$ cat src/rtl/alu_sweep_controller.sv
// alu_sweep_controller
// Exhaustive self-test sequencer for a pair of combinational ALUs. On start it
// walks every {op, A, B} vector (op outermost, B innermost), one per clock,
// compares the golden and suspect ALU results, counts mismatches and captures
// the first failing vector. Reports pass/fail with a one-cycle done pulse.
//
// Ports
//   clk, rst            clock (rising edge), synchronous active-high reset
//   start               begin a sweep (honoured only in IDLE)
//   abort               stop the sweep early (honoured only in RUN)
//   op_o, a_o, b_o      registered vector driven to both ALUs
//   golden_result       result of the reference ALU
//   dut_result          result of the ALU under test
//   busy                high while sweeping
//   done                one-cycle pulse at sweep completion
//   pass                set at completion when no mismatch was seen
//   mismatch_count      mismatching vectors in the current/last sweep
//   first_fail_valid    first-failure capture registers hold data
//   first_fail_vec      {op, A, B} of the first mismatch
//   first_fail_golden   golden result at the first mismatch
//   first_fail_dut      DUT result at the first mismatch
//
// state | meaning
// ------+-------------------------------------------------------------
// IDLE  | waiting for start; results of the last sweep held
// RUN   | one vector per cycle on op_o/a_o/b_o, compare and count
// DONE  | single cycle: done pulse, pass already valid

module alu_sweep_controller #(
    parameter  int WIDTH = 4,
    parameter  int OPW   = 2,
    localparam int VW    = OPW + 2 * WIDTH,
    localparam int CW    = VW + 1
) (
    input  logic             clk,
    input  logic             rst,
    input  logic             start,
    input  logic             abort,
    output logic [OPW-1:0]   op_o,
    output logic [WIDTH-1:0] a_o,
    output logic [WIDTH-1:0] b_o,
    input  logic [WIDTH-1:0] golden_result,
    input  logic [WIDTH-1:0] dut_result,
    output logic             busy,
    output logic             done,
    output logic             pass,
    output logic [CW-1:0]    mismatch_count,
    output logic             first_fail_valid,
    output logic [VW-1:0]    first_fail_vec,
    output logic [WIDTH-1:0] first_fail_golden,
    output logic [WIDTH-1:0] first_fail_dut
);

    typedef enum logic [1:0] {
        S_IDLE = 2'd0,
        S_RUN  = 2'd1,
        S_DONE = 2'd2
    } state_t;

    state_t        state;
    state_t        state_nxt;
    logic [VW-1:0] idx;
    logic          mismatch;
    logic          last_vec;

    assign mismatch = (dut_result != golden_result);
    assign last_vec = (idx == {VW{1'b1}});

    // The vector registers are the idx register itself, split into fields.
    assign op_o = idx[VW-1 -: OPW];
    assign a_o  = idx[2*WIDTH-1 -: WIDTH];
    assign b_o  = idx[WIDTH-1:0];

    assign busy = (state == S_RUN);
    assign done = (state == S_DONE);

    always_ff @(posedge clk) begin
        if (rst) begin
            state <= S_IDLE;
        end else begin
            state <= state_nxt;
        end
    end

    always_comb begin
        state_nxt = state;
        case (state)
            S_IDLE: if (start) state_nxt = S_RUN;
            S_RUN: begin
                // abort wins over the last-vector transition
                if (abort) begin
                    state_nxt = S_IDLE;
                end else if (last_vec) begin
                    state_nxt = S_DONE;
                end
            end
            S_DONE:  state_nxt = S_IDLE;
            default: state_nxt = S_IDLE;
        endcase
    end

    always_ff @(posedge clk) begin
        if (rst) begin
            idx               <= '0;
            mismatch_count    <= '0;
            pass              <= 1'b0;
            first_fail_valid  <= 1'b0;
            first_fail_vec    <= '0;
            first_fail_golden <= '0;
            first_fail_dut    <= '0;
        end else begin
            case (state)
                S_IDLE: begin
                    if (start) begin
                        idx               <= '0;
                        mismatch_count    <= '0;
                        pass              <= 1'b0;
                        first_fail_valid  <= 1'b0;
                        first_fail_vec    <= '0;
                        first_fail_golden <= '0;
                        first_fail_dut    <= '0;
                    end
                end
                S_RUN: begin
                    // An aborted cycle's compare is dropped; partial results hold.
                    if (!abort) begin
                        if (mismatch) begin
                            mismatch_count <= mismatch_count + CW'(1);
                            if (!first_fail_valid) begin
                                first_fail_valid  <= 1'b1;
                                first_fail_vec    <= idx;
                                first_fail_golden <= golden_result;
                                first_fail_dut    <= dut_result;
                            end
                        end
                        // pass is resolved on entry to DONE (including the last
                        // compare) so it is already valid during the done pulse.
                        if (last_vec) begin
                            pass <= (mismatch_count == '0) && !mismatch;
                        end else begin
                            idx <= idx + VW'(1);
                        end
                    end
                end
                default: ;
            endcase
        end
    end

endmodule
$ cat config.mk
export PLATFORM = sky130hd
export DESIGN_NAME = alu_sweep_controller
export DESIGN_NICKNAME = d
export VERILOG_FILES = /design/src/rtl/alu_sweep_controller.sv
export SDC_FILE = /design/constraint.sdc
export NUM_CORES = 1
export LEC_CHECK = 0
export BUFFER_PORTS_ARGS = -buffer_cell sky130_fd_sc_hd__buf_4
export CAP_MARGIN = 20
export CORE_UTILIZATION = 40
export DETAILED_ROUTE_END_ITERATION = 10
export SKIP_LAST_GASP = 1
export SYNTH_ARGS = -nofsm -noshare
export SYNTH_HDL_FRONTEND = slang
export SYNTH_SLANG_ARGS = --single-unit
$ cat constraint.sdc
create_clock -name clk -period 2.24 [get_ports clk]
set_clock_uncertainty 0.15 [all_clocks]
set_input_delay 0.336 -clock clk [delete_from_list [all_inputs] [get_ports clk]]
set_output_delay 0.336 -clock clk [all_outputs]
set_load 0.01 [all_outputs]
Yosys cells after proc, flatten, opt, wreduce, memory -nomap -nowiden
Cells that the tools add are included.
W data, S select, Z words.
- register bits: 43
- latch bits: 0
- bits in writable memories: 0
- ROM bits: 0
- output and inout bits: 43
- word-level logic and storage cells: 63
- memories: 0
- add/subtract/negate cells: 2
- $mul: 0
- divide/modulo/power cells: 0
- $lt $le $gt $ge: 0
- equal/unequal tests: 11
- shift-type cells: 0
- multiplexer cells: 32
- bitwise logic cells: 0
- reduce and logical (&&, ||, !) cells: 10
- operator list (kind ; count):
    $mux W10 ; 6
    $pmux W10 S2 ; 2
    $mux W11 ; 3
    $mux W4 ; 7
    $pmux W11 S2 ; 1
    $pmux W4 S2 ; 2
    $reduce_and A4 Y1 ; 3
    $add A11 B1 Y11 const B ; 1
    $logic_not A11 Y1 ; 1
    $add A10 B1 Y10 const B ; 1
    $eq A10 B10 Y1 const B ; 1
    $ne A2 B2 Y1 const B ; 4
    $mux W2 ; 3
    $mux W1 ; 5
    $reduce_and A5 Y1 ; 1
    $ne A2 B1 Y1 const B ; 2
    $ne A4 B4 Y1 ; 1
    $pmux W1 S2 ; 2
    $pmux W2 S2 ; 1
    $ne A3 B2 Y1 const B ; 1
    $eq A2 B1 Y1 const B ; 1
    $eq A2 B2 Y1 const B ; 1
    $logic_not A2 Y1 ; 1
    $reduce_and A2 Y1 ; 1
    other kinds (3) ; 3

Depth between registers and ports, before layout
Gate-level depths: netlist (run 1).
- word-level depth: 6
- mapped depth: 6

Worst setup path after synthesis (run 1)
No wires, ideal clock.
- path type: reg-to-reg
- from: reg mismatch_count[1]
- to: reg mismatch_count[10]
- data arrival time: 1.553 ns
- required time: 2.018 ns
- path slack: 0.465 ns
- cell stages (with the launch flop): 6
- buffers on the path: 0
- period minus slack after synthesis: 1.775 ns
- cell sequence: dfxtp_1 ha_1 and4_1 nand4_1 a2111oi_2 mux2i_1
- word-level cells in the longest chain between the ends: 4
- ends and longest elaborated chain (what ; RTL line ; text):
    start, declared ; 47 ; output logic [CW-1:0] mismatch_count,
    start signal, assigned ; 128 ; mismatch_count <= mismatch_count + CW'(1);
    $add A11 B1 Y11 ; 128 ;
    $mux W11 ; 127 ; if (mismatch) begin
    $mux W11 ; 126 ; if (!abort) begin
    $pmux W11 S2 ; 112 ; case (state)
Every way passes these cells. The select of a mux whose other input is x is not followed.
A chain may end at the register's enable or synchronous reset.

Worst setup path in the final report (run 1)
Same ends and word-level chain as after synthesis.

==> results of run 1 <==
==> area by class of cell <==
| class | count | area, µm² |
|---|---|---|
| Sequential cell | 43 | 860.8 |
| Clock inverter | 3 | 25.02 |
| Clock buffer | 5 | 68.82 |
| Inverter | 7 | 26.28 |
| Tap cell | 67 | 83.83 |
| Fill cell | 454 | 2146 |
| Timing Repair Buffer | 70 | 525.5 |
| Multi-Input combinational cell | 160 | 1112 |
==> flip-flops by register name, indices dropped and copies added (netlist names) <==
name,count
first_fail_valid,1
first_fail_dut,4
state,2
pass,1
mismatch_count,11
first_fail_vec,10
first_fail_golden,4
idx,10
==> layer usage <==
layer / up-vias / part of all wire / GRT usage
met4: 0 / 0.0079 / 0.05342
li1: 977 / - / -
met2: 83 / 0.41 / 0.3273
met1: 940 / 0.50 / 0.3434
met3: 6 / 0.079 / 0.05350
met5: - / 0 / 0
==> per-stage QoR <==
| step | util | hold slack [ns] | power, µW |
|---|---|---|---|
| detailed placement | 0.5381 | 0.2974 | 994.9 |
| CTS | 0.5574 | 0.07550 | 1506 |
| floorplan | - | 0.2639 | 910.8 |
| global placement | 0.5381 | 0.2966 | 994.7 |
| finish | 0.5574 | 0.07738 | 1494 |
| global route | 0.5574 | 0.07140 | 1557 |
==> worst max-delay path: stages, from the launching register on <==
cell and delay (ns):
dfxtp_1 0.41, ha_1 0.27, and4_1 0.28, nand4_1 0.17, a2111oi_2 0.40, mux2i_1 0.23
==> how the worst max path moves through the flow <==
stage,cells past startpoint,startpoint,end
detailed placement,5,dut_result[2],first_fail_vec[5]
finish,5,mismatch_count[1],mismatch_count[10]
global placement,5,golden_result[2],first_fail_vec[3]
CTS,4,state[1],first_fail_golden[1]
floorplan,5,mismatch_count[1],mismatch_count[10]
global route,5,state[1],mismatch_count[9]
==> cells by family (layout without fill, tap and decap cells) <==
kind of cell	after synthesis	after routing	share of synthesized area
AND/OR/NAND/NOR	82	82	0.2202
AO/OA/AOI/OAI	64	64	0.2486
flip-flops	43	43	0.4162
buffers and inverters	19	85	0.04598
multiplexers	7	7	0.03388
XOR/XNOR	4	4	0.01694
adder cells (fa/ha/maj)	3	3	0.01815
==> Yosys cell counts (2+ instances only) <==
master     count  area share
a211oi_1       3       0.011
mux2i_1        7       0.034
a21oi_1        8       0.019
nand4_1        8       0.024
xnor2_1        4       0.017
nand2_1       21       0.038
nor4_1         2      0.0060
o21ai_0        6       0.015
a31o_1         3       0.013
a41oi_1        3       0.013
dfxtp_1       43        0.42
and2_1         3      0.0091
or2_2          2      0.0060
a22o_1        17       0.072
inv_1          7       0.013
a2111oi_2      3       0.022
nand3_1       10       0.024
nor3_1         4      0.0097
nor2b_1        2      0.0060
or4_1          2      0.0073
ha_1           3       0.018
buf_2          4      0.0097
nand2b_1       3      0.0091
nor2_1         9       0.016
and4_1         3       0.013
buf_4          3       0.011
a31oi_1        9       0.027
or3_1          5       0.015
and3_1         3      0.0091
clkbuf_1       4      0.0073
a21o_1         2      0.0073
==> power breakdown <==
group          switching, µW  internal, µW  total (µW)
registers               7.59           774         782
clock network            294           223         517
logic                    114          81.4         196
==> results.md, run 1 <==
- Maximum VDD drop: 0.0005002 V
- Initial Util: 0.4266
- Detailed Place HPWL: 4217 µm
- Worst hold path cell count: 2
- R2r setup slk: 0.26 ns
- Hold Crit Start: abort
- Drt first pass iters: 5
- Syn avg cell area: 9.316 µm²
- RSZ-0062 raised after global routing: false
- Arrival time worst endpoint: 2.06 ns
- Antenna Cells: 0
- Hold Crit Class: primary input to flip-flop
- Final Hold Viols: 0
- Drt wl/cell: 16.33 µm
- Syn nets: 237
- Cell variety after synth: 47
- Worst R2R End: mismatch_count[10]
- Commonest non-fill, non-tap cells in the layout: buf_4 (70), dfxtp_1 (43), nand2_1 (21)
- Cells on worst reg2reg path: 5
- Crit-path max FO: 5
- Count of final setup violators: 0
- Static Leak: 0.001067 µW
- Post-route cell area: 0.002703 mm²
- Clock buffers created by TritonCTS: 5
- Final TNS setup: 0 ns
- Mapped cell area: 0.002068 mm²
- Commonest non-fill, non-tap cell in the layout: buf_4
- Max-cap violation count: 0
- Instance area at placement: 0.002609 mm²
- H-tree depth: 2
- WHS Endpoint: state[1]
- Via density: 5.651
- Drt first-iter violations: 157
- Post-synth top flop: dfxtp_1
- Ys Warns: 0
- Setup bufs post-CTS: 0
- Die Height: 73.91 µm
- Post-synthesis sequential area ratio: 0.4162
- Setup slack after layout: 0.2594 ns
- Clock transition at path regs: 0.09 ns
- Site Rows: 25
- Tmin final: 1.981 ns
- Cts hold-fix bufs: 0
- CORE AREA: 0.004848 mm²
- Finished Layout Cells: 355
- Layout cells sized above 1: 0.2986
- #FFs+latches synth: 43
- Crit path launch type: flip-flop
- Clock Path Buffers: 2
- Final Cycle Share: 0.8842
- Largest net degree at the start of global routing: 23
- Final max-slew violation count: 0
- Kind of critical path: flip-flop to flip-flop
- Vias: 2006
- Slew @ Worst Pin: 0.9865 ns
- Post-synth ARST share: 0
- Cell chosen for the clock root: clkbuf_8
- CTS tree: built
- Pre-CTS WS: 0.2019 ns
- Routed Antenna Nets: 0
- Pwr Density: 552.9 mW/mm²
- Vias in the first global route: 1858
- Outcome: complete, no violations
- I/O pin cnt: 55
- Layout area overhead: 30.67%
- F_max: 504.9 MHz
- # resized after CTS: 0
- Skew-Pair Late Insertion Delay: 0.30 ns
- Placer Congestion: 0.7841
- Post-synth EDFFs: 0
- Dpl cells: 347
- Fin nets: 302
- Clk sink count: 43
- Port bufs: 54
- CP Capture Type: flip-flop
- Die width: 73.91 µm
- Gr usage total: 0.2285
- DRC Markers: 0
- Initial antenna violation count: 0
- Die area: 0.005462 mm²
- First-pass GRT wire length: 9494 µm
- GRT Residual Overflow: 0
- Detailed Route WL: 5796 µm
- Cells after synthesis: 222
- Req. time, crit path: 2.32 ns
- Max_slew headroom: 0.3409
- RR Startpoint: mismatch_count[1]
No activity file was read; power rests on OpenSTA's default activity.
==> inputs of run 2 (changes only) <==
- CORE_ASPECT_RATIO: default -> 0.5
==> results.md, run 2 (synthesis results as in run 1) <==
- Outcome: complete, no violations
- Arrival time worst endpoint: 2.09 ns (+0.03 ns)
- Top reg by flops: mismatch_count
- RR Startpoint: state[0]
- Initial Util: 0.4174 (-0.009156)
- Vias: 1964 (-2.1%)
- Clk sink count: 43 (unchanged)
- Largest net degree at the start of global routing: 23 (unchanged)
- Port bufs: 54 (unchanged)
- Placer Congestion: 0.8284 (+5.6%)
- Finished Layout Cells: 352 (-0.85%)
- Kind of critical path: flip-flop to flip-flop
- CP Capture Type: flip-flop
- R2r setup slk: 0.22 ns (-0.04 ns)
- Hold Crit Start: abort
- Die area: 0.005480 mm² (+0.32%)
- First-pass GRT wire length: 9025 µm (-4.9%)
- Commonest non-fill, non-tap cell in the layout: buf_4
- Worst R2R End: mismatch_count[7]
- Static Leak: 0.001035 µW (-3.0%)
- GRT Residual Overflow: 0 (unchanged)
- Commonest non-fill, non-tap cells in the layout: buf_4 (63), dfxtp_1 (43), nand2_1 (21)
- Tmin final: 2.016 ns (+0.03510 ns)
- Gr usage total: 0.2118 (-0.01672)
- M3 GR Usage: 0.04596 (-0.007535)
- Top flop regs: mismatch_count (11), first_fail_vec (10), idx (10)
- CORE AREA: 0.004955 mm² (+2.2%)
- Dpl cells: 343 (-1.2%)
- Drt first-iter violations: 103 (-34%)
- RSZ-0062 raised after global routing: false
- Routed Antenna Nets: 0 (unchanged)
- Max_slew headroom: 0.3245 (-0.01645)
- Die width: 103.7 µm (+40%)
- Cts hold-fix bufs: 0 (unchanged)
- Grt met1 use: 0.2855 (-0.05793)
- Via density: 5.580 (-1.3%)
- Clock Path Buffers: 2 (unchanged)
- Drt first pass iters: 5 (unchanged)
- Detailed Route WL: 5522 µm (-4.7%)
- Final Hold Viols: 0 (unchanged)
- CTS tree: built
- Worst hold path cell count: 2 (unchanged)
- WHS Endpoint: state[1]
- Die Height: 52.85 µm (-28%)
- Final TNS setup: 0 ns (unchanged)
- Pwr Density: 547.9 mW/mm² (-0.90%)
- Drt wl/cell: 15.69 µm (-3.9%)
- Clock transition at path regs: 0.09 ns (about the same)
- Met2 GRT Util: 0.3568 (+0.02955)
- DRC Markers: 0 (unchanged)
- Beginning of the critical path: state[0]
- I/O pin cnt: 55 (unchanged)
- Setup slack after layout: 0.2243 ns (-0.03510 ns)
- Layout cells sized above 1: 0.2837 (-0.01492)
- Antenna Cells: 0 (unchanged)
- Final Cycle Share: 0.8999 (+0.01567)
- Maximum VDD drop: 0.0002834 V (-43%)
- Crit-path max FO: 13 (+8)
- Fin nets: 296 (-2.0%)
- GR peak layer: met2
- Req. time, crit path: 2.32 ns (about the same)
- Layout fillers: 472 (+4.0%)
- Cells on worst reg2reg path: 5 (unchanged)
- Clock buffers created by TritonCTS: 5 (unchanged)
- Max reg flops: 11 (unchanged)
- F_max: 496.1 MHz (-1.7%)
- Final max-slew violation count: 0 (unchanged)
- Initial antenna violation count: 0 (unchanged)
- Max-cap violation count: 0 (unchanged)
- Slew @ Worst Pin: 1.011 ns (+0.02462 ns)
- Cell chosen for the clock root: clkbuf_8
- Vias in the first global route: 1772 (-4.6%)
- Crit path launch type: flip-flop
- Skew-Pair Late Insertion Delay: 0.30 ns (about the same)
- Count of final setup violators: 0 (unchanged)
- Hold Crit Class: primary input to flip-flop
- Layout area overhead: 29.04%
- Site Rows: 18 (-28%)
- Pre-CTS WS: 0.09240 ns (-0.1095 ns)
- Detailed Place HPWL: 3898 µm (-7.6%)
- H-tree depth: 2 (unchanged)
[run 2: where the power goes]
| part | switching, µW | leakage (µW) | internal, µW |
|---|---|---|---|
| sequential | 11.5 | 0.000347 | 774 |
| combinational | 109 | 0.000647 | 74.9 |
| clock | 276 | 0.0000402 | 217 |
[run 2: critical path, cell delays in order, from the launching register on]
cell and delay [ns]:
dfxtp_1 0.36, buf_4 0.21, nand2b_1 0.19, a21o_1 0.35, a2111oi_1 0.45, mux2i_1 0.23
[run 2: what timing repair did]
item                       CTS  global route
setup buffers                0             1
setup endpoints to repair    0             1
gates resized for setup      0             0
[run 2: stage by stage]
step / util / power [µW] / area [µm²] / hold WS (ns)
6_report: 0.5386 / 1462 / 2669 / 0.07662
5_1_grt: 0.5386 / 1533 / 2669 / 0.07858
4_1_cts: 0.5346 / 1473 / 2649 / 0.07425
3_5_place_dp: 0.5167 / 983.2 / 2560 / 0.3064
3_3_place_gp: 0.5167 / 981.9 / 2560 / 0.3006
2_1_floorplan: - / 910.8 / 2068 / 0.2639
[run 2: worst max-delay path by stage]
stage                                 to  depth (start not counted)
global placement    first_fail_golden[2]                          4
finish                 mismatch_count[7]                          5
detailed placement     first_fail_vec[0]                          4
floorplan             mismatch_count[10]                          5
CTS                    first_fail_vec[9]                          3
global route           mismatch_count[7]                          5
[run 2: layout make-up]
cell class	count	area, µm²	share of cell area
inverter	7	26.28	0.009845
clock buffer	5	68.82	0.02579
multi-input combinational	160	1112	0.4168
clock inverter	3	20.02	0.007501
timing repair buffer	64	493.0	0.1847
sequential	43	860.8	0.3226
tap	70	87.58	0.03282
[run 2: metal layers]
| metal | share of wire | routed length, µm |
|---|---|---|
| met1 | 0.49 | 2700 |
| met2 | 0.45 | 2494 |
| met3 | 0.058 | 322 |
| met4 | 0.00072 | 4 |
| met5 | 0 | 0 |
